[src/rtl/arm_regfile_banked_pkg.sv]
// rtl/arm_regfile_banked_pkg.sv - shared constants, mode type and bank mapping for the banked register file
package arm_rf_pkg;

  localparam logic [3:0] REG_SP = 4'd13;
  localparam logic [3:0] REG_LR = 4'd14;
  localparam logic [3:0] REG_PC = 4'd15;

  // Slots 0..14 hold R0-R14 (user bank); slots 15/16 hold SP_irq/LR_irq.
  localparam int         NUM_SLOTS   = 17;
  localparam logic [4:0] LR_IRQ_SLOT = 5'd16;

  typedef enum logic {MODE_USR = 1'b0, MODE_IRQ = 1'b1} mode_t;

  function automatic logic [4:0] bank_index(input logic [3:0] addr, input mode_t mode);
    if (mode == MODE_IRQ && (addr == REG_SP || addr == REG_LR))
      return {1'b0, addr} + 5'd2;
    return {1'b0, addr};
  endfunction

endpackage

[src/rtl/arm_regfile_banked_if.sv]
// rtl/arm_regfile_banked_if.sv - control-FSM to register-file connection bundle
interface arm_regfile_banked_if #(
  parameter int DATA_W = 32,
  parameter int NRD    = 2
);
  logic [NRD*4-1:0]      rd_addr;
  logic [NRD*DATA_W-1:0] rd_data;
  logic                  wr_en;
  logic [3:0]            wr_addr;
  logic [DATA_W-1:0]     wr_data;
  logic                  pc_we;
  logic [DATA_W-1:0]     pc_next;
  logic                  irq_enter;
  logic                  irq_exit;
  logic                  irq_mode;
  logic [DATA_W-1:0]     pc;

  modport master (
    output rd_addr, wr_en, wr_addr, wr_data, pc_we, pc_next, irq_enter, irq_exit,
    input  rd_data, irq_mode, pc
  );

  modport slave (
    input  rd_addr, wr_en, wr_addr, wr_data, pc_we, pc_next, irq_enter, irq_exit,
    output rd_data, irq_mode, pc
  );
endinterface

[src/rtl/arm_regfile_banked_readport.sv]
// rtl/arm_regfile_banked_readport.sv - one combinational read port: bank select, write bypass, PC offset
module arm_rf_readport
  import arm_rf_pkg::*;
#(
  parameter int                DATA_W      = 32,
  parameter int                BYPASS      = 1,
  parameter logic [DATA_W-1:0] PC_READ_OFS = '0
) (
  input  logic [3:0]                  addr,
  input  mode_t                       mode,
  input  logic [NUM_SLOTS*DATA_W-1:0] regs_flat,
  input  logic [DATA_W-1:0]           pc,
  input  logic                        wr_en,
  input  logic [3:0]                  wr_addr,
  input  logic [DATA_W-1:0]           wr_data,
  output logic [DATA_W-1:0]           data
);

  logic [4:0] slot;

  always_comb begin
    slot = bank_index(addr, mode);
    data = regs_flat[int'(slot)*DATA_W +: DATA_W];
    // R15 never bypasses: its writes go through the PC priority path.
    if (addr == REG_PC)
      data = pc + PC_READ_OFS;
    else if (BYPASS != 0 && wr_en && wr_addr == addr)
      data = wr_data;
  end

endmodule

[src/rtl/arm_regfile_banked.sv]
// rtl/arm_regfile_banked.sv - mode-banked ARM register file with N read ports, PC priority and IRQ LR capture
module arm_regfile_banked
  import arm_rf_pkg::*;
#(
  parameter int                DATA_W      = 32,
  parameter int                NRD         = 2,
  parameter int                BYPASS      = 1,
  parameter logic [DATA_W-1:0] RESET_PC    = '0,
  parameter logic [DATA_W-1:0] PC_READ_OFS = '0
) (
  input logic                  clk,
  input logic                  reset,
  arm_regfile_banked_if.slave  bus
);

  logic [DATA_W-1:0]           regs [NUM_SLOTS];
  logic [NUM_SLOTS*DATA_W-1:0] regs_flat;
  logic [DATA_W-1:0]           pc_q;
  mode_t                       mode;
  logic [4:0]                  wslot;
  logic                        enter_ok;
  logic                        exit_ok;
  logic [NRD*DATA_W-1:0]       rd_data_w;

  for (genvar i = 0; i < NUM_SLOTS; i++) begin : g_flat
    assign regs_flat[i*DATA_W +: DATA_W] = regs[i];
  end

  // Simultaneous enter/exit cancel out; pulses that do not match the mode are ignored.
  assign enter_ok = bus.irq_enter && !bus.irq_exit && (mode == MODE_USR);
  assign exit_ok  = bus.irq_exit && !bus.irq_enter && (mode == MODE_IRQ);
  assign wslot    = bank_index(bus.wr_addr, mode);

  always_ff @(posedge clk or posedge reset) begin
    if (reset) begin
      for (int i = 0; i < NUM_SLOTS; i++) regs[i] <= '0;
      pc_q <= RESET_PC;
      mode <= MODE_USR;
    end else begin
      if (bus.wr_en && bus.wr_addr != REG_PC)
        regs[wslot] <= bus.wr_data;
      // Entry only happens from USR, so a same-cycle R14 write lands in LR_usr.
      if (enter_ok)
        regs[LR_IRQ_SLOT] <= pc_q;

      if (bus.wr_en && bus.wr_addr == REG_PC)
        pc_q <= bus.wr_data;
      else if (bus.pc_we)
        pc_q <= bus.pc_next;

      case (mode)
        MODE_USR: if (enter_ok) mode <= MODE_IRQ;
        MODE_IRQ: if (exit_ok)  mode <= MODE_USR;
        default:  mode <= MODE_USR;
      endcase
    end
  end

  for (genvar k = 0; k < NRD; k++) begin : g_rd
    arm_rf_readport #(
      .DATA_W      (DATA_W),
      .BYPASS      (BYPASS),
      .PC_READ_OFS (PC_READ_OFS)
    ) u_rd (
      .addr      (bus.rd_addr[4*k +: 4]),
      .mode      (mode),
      .regs_flat (regs_flat),
      .pc        (pc_q),
      .wr_en     (bus.wr_en),
      .wr_addr   (bus.wr_addr),
      .wr_data   (bus.wr_data),
      .data      (rd_data_w[DATA_W*k +: DATA_W])
    );
  end

  assign bus.rd_data  = rd_data_w;
  assign bus.pc       = pc_q;
  assign bus.irq_mode = (mode == MODE_IRQ);

endmodule

[src/flat_wrapper.sv]
// flat-port wrapper written by rule: the top's interface ports become plain ports
module arm_regfile_banked_flat import arm_rf_pkg::*;
#(
  parameter int                DATA_W      = 32,
  parameter int                NRD         = 2,
  parameter int                BYPASS      = 1,
  parameter logic [DATA_W-1:0] RESET_PC    = '0,
  parameter logic [DATA_W-1:0] PC_READ_OFS = '0
)
  (clk, reset, bus_rd_addr, bus_wr_en, bus_wr_addr, bus_wr_data, bus_pc_we, bus_pc_next, bus_irq_enter, bus_irq_exit, bus_rd_data, bus_irq_mode, bus_pc);
  arm_regfile_banked_if #(.DATA_W(DATA_W), .NRD(NRD)) bus_i ();
  input logic clk;
  input logic reset;
  input wire logic [$bits(bus_i.rd_addr)-1:0] bus_rd_addr;
  input wire logic [$bits(bus_i.wr_en)-1:0] bus_wr_en;
  input wire logic [$bits(bus_i.wr_addr)-1:0] bus_wr_addr;
  input wire logic [$bits(bus_i.wr_data)-1:0] bus_wr_data;
  input wire logic [$bits(bus_i.pc_we)-1:0] bus_pc_we;
  input wire logic [$bits(bus_i.pc_next)-1:0] bus_pc_next;
  input wire logic [$bits(bus_i.irq_enter)-1:0] bus_irq_enter;
  input wire logic [$bits(bus_i.irq_exit)-1:0] bus_irq_exit;
  output wire logic [$bits(bus_i.rd_data)-1:0] bus_rd_data;
  output wire logic [$bits(bus_i.irq_mode)-1:0] bus_irq_mode;
  output wire logic [$bits(bus_i.pc)-1:0] bus_pc;
  assign bus_i.rd_addr = bus_rd_addr;
  assign bus_i.wr_en = bus_wr_en;
  assign bus_i.wr_addr = bus_wr_addr;
  assign bus_i.wr_data = bus_wr_data;
  assign bus_i.pc_we = bus_pc_we;
  assign bus_i.pc_next = bus_pc_next;
  assign bus_i.irq_enter = bus_irq_enter;
  assign bus_i.irq_exit = bus_irq_exit;
  assign bus_rd_data = bus_i.rd_data;
  assign bus_irq_mode = bus_i.irq_mode;
  assign bus_pc = bus_i.pc;
  arm_regfile_banked #(.DATA_W(DATA_W), .NRD(NRD), .BYPASS(BYPASS), .RESET_PC(RESET_PC), .PC_READ_OFS(PC_READ_OFS)) u_core (.clk(clk), .reset(reset), .bus(bus_i));
endmodule
[config.mk]
export PLATFORM = sky130hd
export DESIGN_NAME = arm_regfile_banked_flat
export DESIGN_NICKNAME = d
export VERILOG_FILES = /design/src/rtl/arm_regfile_banked_pkg.sv /design/src/rtl/arm_regfile_banked_if.sv /design/src/rtl/arm_regfile_banked_readport.sv /design/src/rtl/arm_regfile_banked.sv /design/src/flat_wrapper.sv
export SDC_FILE = /design/constraint.sdc
export NUM_CORES = 2
export LEC_CHECK = 0
export CAP_MARGIN = 10
export CORE_UTILIZATION = 48
export CTS_CLUSTER_SIZE = 16
export DETAILED_ROUTE_END_ITERATION = 6
export PLACE_DENSITY = 0.66
export SKIP_LAST_GASP = 1
export SLEW_MARGIN = 20
export SYNTH_ARGS = -nofsm -noshare
export SYNTH_HDL_FRONTEND = slang
export SYNTH_SLANG_ARGS = --single-unit
[constraint.sdc]
create_clock -name clk -period 51 [get_ports clk]
set_input_delay 15.3 -clock clk [delete_from_list [all_inputs] [get_ports clk]]
set_output_delay 15.3 -clock clk [all_outputs]
set_load 0.03 [all_outputs]
After elaboration in Yosys (flattened, before gate mapping):

Cells that the tools add are included.

* input bits: 82
* output and inout port bits: 97
* flip-flop bits (word level): 577

* shift-type cells: 2
* add/sub/neg operators: 3
* mux-type cells: 23
* bitwise gates (word level): 2
* equal/unequal tests: 12
* order comparisons: 2
* reduce and logical (&&, ||, !) cells: 19

Operator list (count)
* 544-bit by 11-bit variable part select with 32-bit output: 2
* 544-bit bitwise mux: 1
* 32-bit 2-to-1 mux: 9
* 32-bit demux with 5-bit select: 1
* 4-bit == test, second input constant: 9
* 5-bit 2-to-1 mux: 6
* 4-bit by 2-bit adder with 5-bit output, second input constant: 3
* 1-bit logical AND: 12
* 4-bit == test: 2
* 6-bit greater-or-equal comparator, second input constant: 1
* 6-bit by 1-bit < comparator with 1-bit output, second input constant: 1
* 5-bit NOT with 6-bit output: 1
* 1-bit 2-to-1 mux: 5
* 4-bit != test, second input constant: 1
* 2-bit nonzero test: 2
* 1-bit logical OR: 3
* 1-bit zero test: 2
* 1-bit case mux with 2 select lines: 1
* 1-bit NOT: 1

Logic depth before layout (Yosys ltp):

* depth after elaboration: 13
* mapped depth: 12
* depth with buffers taken out: 7

Hierarchy:

A second synthesis with hierarchy kept.

* cell total of the unflattened synthesis: 3522
* area, all modules: 34732.1 sq um

Modules (own cells, without submodules)
* arm_regfile_banked: times used 1, area an instance 22215.1 sq um, cells each 1434, sequential area each 14438.8 sq um
* arm_rf_readport: times used 2, area an instance 6258.5 sq um, cells each 1044, sequential area each 0.0 sq um

Least setup slack after synthesis:

OpenSTA, ideal clock, no wires.

* path kind: input port to output port
* start point: input port bus_rd_addr[1]
* end point: output port bus_rd_data[3]
* data arrival time: 17.481 ns
* path buffers: 1
* path slack: 18.219 ns
* stages: 7
* path through: ha_1 nand3b_1 o21a_1 buf_6 mux4_2 o221a_1 nor3_1

* longest elaborated chain between the ends: 8
* elaborated cells between the ends (all ways): 14
* classes of those cells: add/sub: 1; eq/ne: 4; shift: 1; mux: 5; reduce/logical: 3

Ends and longest elaborated chain
* from (decl): RTL line flat_wrapper.sv:14 `input wire logic [$bits(bus_i.rd_addr)-1:0] bus_rd_addr;`
* parallel branches: the longest is 7 deep, another holds 4-bit by 2-bit adder with 5-bit output
* 32-bit 2-to-1 mux (*): RTL line arm_regfile_banked_readport.sv:25 `if (addr == REG_PC)`
* to (decl): RTL line flat_wrapper.sv:22 `output wire logic [$bits(bus_i.rd_data)-1:0] bus_rd_data;`

Mark *: on every way between the ends. The select of a mux whose other input is x is not followed.

Final worst setup path:

* start point: input port bus_rd_addr[3]
* end point: output port bus_rd_data[12]

Same word-level chain as after synthesis.

==> metrics <==
status=completed; Clock Path Buffers=3; DR WL/cell=31.5 um; post-synth top area share=0.433; H-tree levels=3; most common cell after layout, fill and taps aside=dfrtp_1; detailed-routed wire length on met3=15700 um; Max-Cap Viols=0; vias in the first global route=26700; synth unique cells=73; global route overflow=0; DR vias/cell=7.04; dominant cell type by area after synthesis=dfrtp_1; Worst Hold Class=reg -> reg; CP Capture Type=primary output; setup bufs post-CTS=0; DR iter-0 viols=4050; Synth Flop Type=dfrtp_1; Worst Slack Setup Final=14.84 ns; DRT Pass-1 Iters=6; post-CTS sizing=0; Synth Net Count=3027; DP Area=35600 sq um; Rows=96; clk slew on worst S/H paths=0.06 ns; Routed Antenna Nets=0; Finished Core Util=0.548; Total GRT Usage=0.348; PD cells=41.2 nW/um^2; Post-CTS Hold Buffers=0; Syn-to-layout area delta=12.9%; Final period util=0.709; hpwl dp=67400 um; Max Slew Vio Count=0; commonest non-fill, non-tap cells in the layout=dfrtp_1 (577), mux2_2 (514), nand2_1 (304); largest cells by area after synthesis=dfrtp_1 (43%), mux2_2 (17%), mux4_2 (8.0%); dpl ws=15.07 ns; #FFs+latches synth=577; setup_tns=0 ns; fin nets=3020; Worst-Skew Late Latency=0.60 ns; Crit Path Max Fanout=35; CTS Buf Count=66; Ports=179; YS warnings=0; ratio of cells with drive above 1 in the final layout=0.287; worst endpoint required time=35.70 ns; post-synthesis async set-or-reset flop share=1.00; initial antenna violation count=3; CTS tree=yes; Fmax=27.7 MHz; Worst VDD drop=24.6 uV; Reg area=14400 sq um; M1 wire length=48000 um; starting density of the core=0.485; first-pass GRT wire length=180000 um; Core Region=68700 sq um; Worst Reg2Reg Path Length in Cells=7; GPL Wtd Cong=0.935; fin crit period=36.17 ns; sequential element share of the synthesized area=0.433; Slew Limit Headroom=0.153; RSZ-0062 raised after global routing=no; worst hold stages=1; Least-Margin Pin Slew=1.26 ns; die area=70500 sq um; clk root buf=clkbuf_16; final hold violations=0; FILL cells=5790; Critical Path Source Type=input pin; DR vias=27500; highest metal used=met5; Die Span Y=266 um; chip width=266 um; DR WL met2=53000 um; number of flops mapped to enable cells by yosys=0; Syn Std Cell Area=33300 sq um; largest net degree at the start of global routing=165; Crit Path Class=in -> out; Final Skew=0.0152 ns; design area=37700 sq um; leakage=0.0157 uW; multi-input logic area=17700 sq um; routed wire length=123000 um; Arr. time, crit path=20.87 ns; syn_area_per_cell=11.3 sq um; drt drc=0; IO buf count=178; setup violators final=0; cells after synthesis=2942; CTS Sinks=577
[through the flow]
step | cells | power (uW) | hold WS [ns]
after floorplan | 2942 | 944 | 0.475
after global placement | 3797 | 1060 | 0.490
after detailed placement | 3797 | 1080 | 0.500
after CTS | 3908 | 1540 | 0.515
after global routing | 3910 | 1610 | 0.533
final | 3910 | 1550 | 0.513
[routing by layer]
layer,vias up,global-route usage
li1,11000,-
met2,2078,0.502
met5,-,0.00624
met4,5,0.177
met1,14000,0.479
met3,416,0.0976
[area by class of cell]
| type | count | area share |
|---|---|---|
| antenna | 1 | 0.0000664 |
| tap | 931 | 0.0309 |
| multi-input combinational | 2043 | 0.470 |
| sequential | 577 | 0.383 |
| clock buffer | 99 | 0.0520 |
| inverter | 10 | 0.00120 |
| clock inverter | 12 | 0.00262 |
| timing repair buffer | 237 | 0.0597 |
[cells in the mapped netlist (15+ instances only)]
master,n
dfrtp_1,577
mux2_2,514
nand2_1,317
mux2i_1,179
clkbuf_1,166
o21ai_0,132
mux4_2,118
buf_2,102
nand3_1,91
o211ai_1,87
a21oi_1,85
nor2_1,78
o22ai_1,42
nand4b_1,34
o221ai_1,32
a221o_1,28
a221oi_1,26
and3_1,25
buf_4,22
nand4_1,22
a32oi_1,20
o21ai_1,20
nor3_1,16
a211oi_1,15
[flip-flops by register name, summed over array words and instances, names as in the netlist]
name	cells
u_core.regs	544
u_core.bus.pc	32
u_core.bus.irq_mode	1
[worst max-delay path: stages]
cell             delay [ns]
clkdlybuf4s50_1        1.10
nand3_2                1.01
and2_2                 0.82
buf_4                  0.48
mux2i_1                0.21
mux4_2                 0.52
o221a_1                0.27
nor3_2                 0.34
clkdlybuf4s50_1        0.75
[worst paths after layout]
check                                     from          endpoint  slack [ns]
setup / recovery                bus_rd_addr[3]   bus_rd_data[12]       14.84
min in group asynchronous                reset  u_core.regs[467]       15.31
max in group asynchronous                reset  u_core.regs[361]       33.47
hold / removal                u_core.regs[406]  u_core.regs[406]        0.51
setup reg to reg           u_core.bus.irq_mode  u_core.regs[363]       47.52
hold reg to reg               u_core.regs[406]  u_core.regs[406]        0.51
[cells by family after synthesis]
family	synth area share
AO/OA/AOI/OAI	0.117
adder cells (fa/ha/maj)	0.00113
XOR/XNOR	0.00289
flip-flops	0.433
multiplexers	0.312
AND/OR/NAND/NOR	0.0897
buffers and inverters	0.0446
[report_power, final]
part | internal, uW | switching [uW] | leakage, uW
combinational | 211 | 201 | 0.00763
clock | 270 | 196 | 0.00101
sequential | 574 | 99.9 | 0.00709
total | 1050 | 497 | 0.0157
Power figures use the tool's default switching activity.
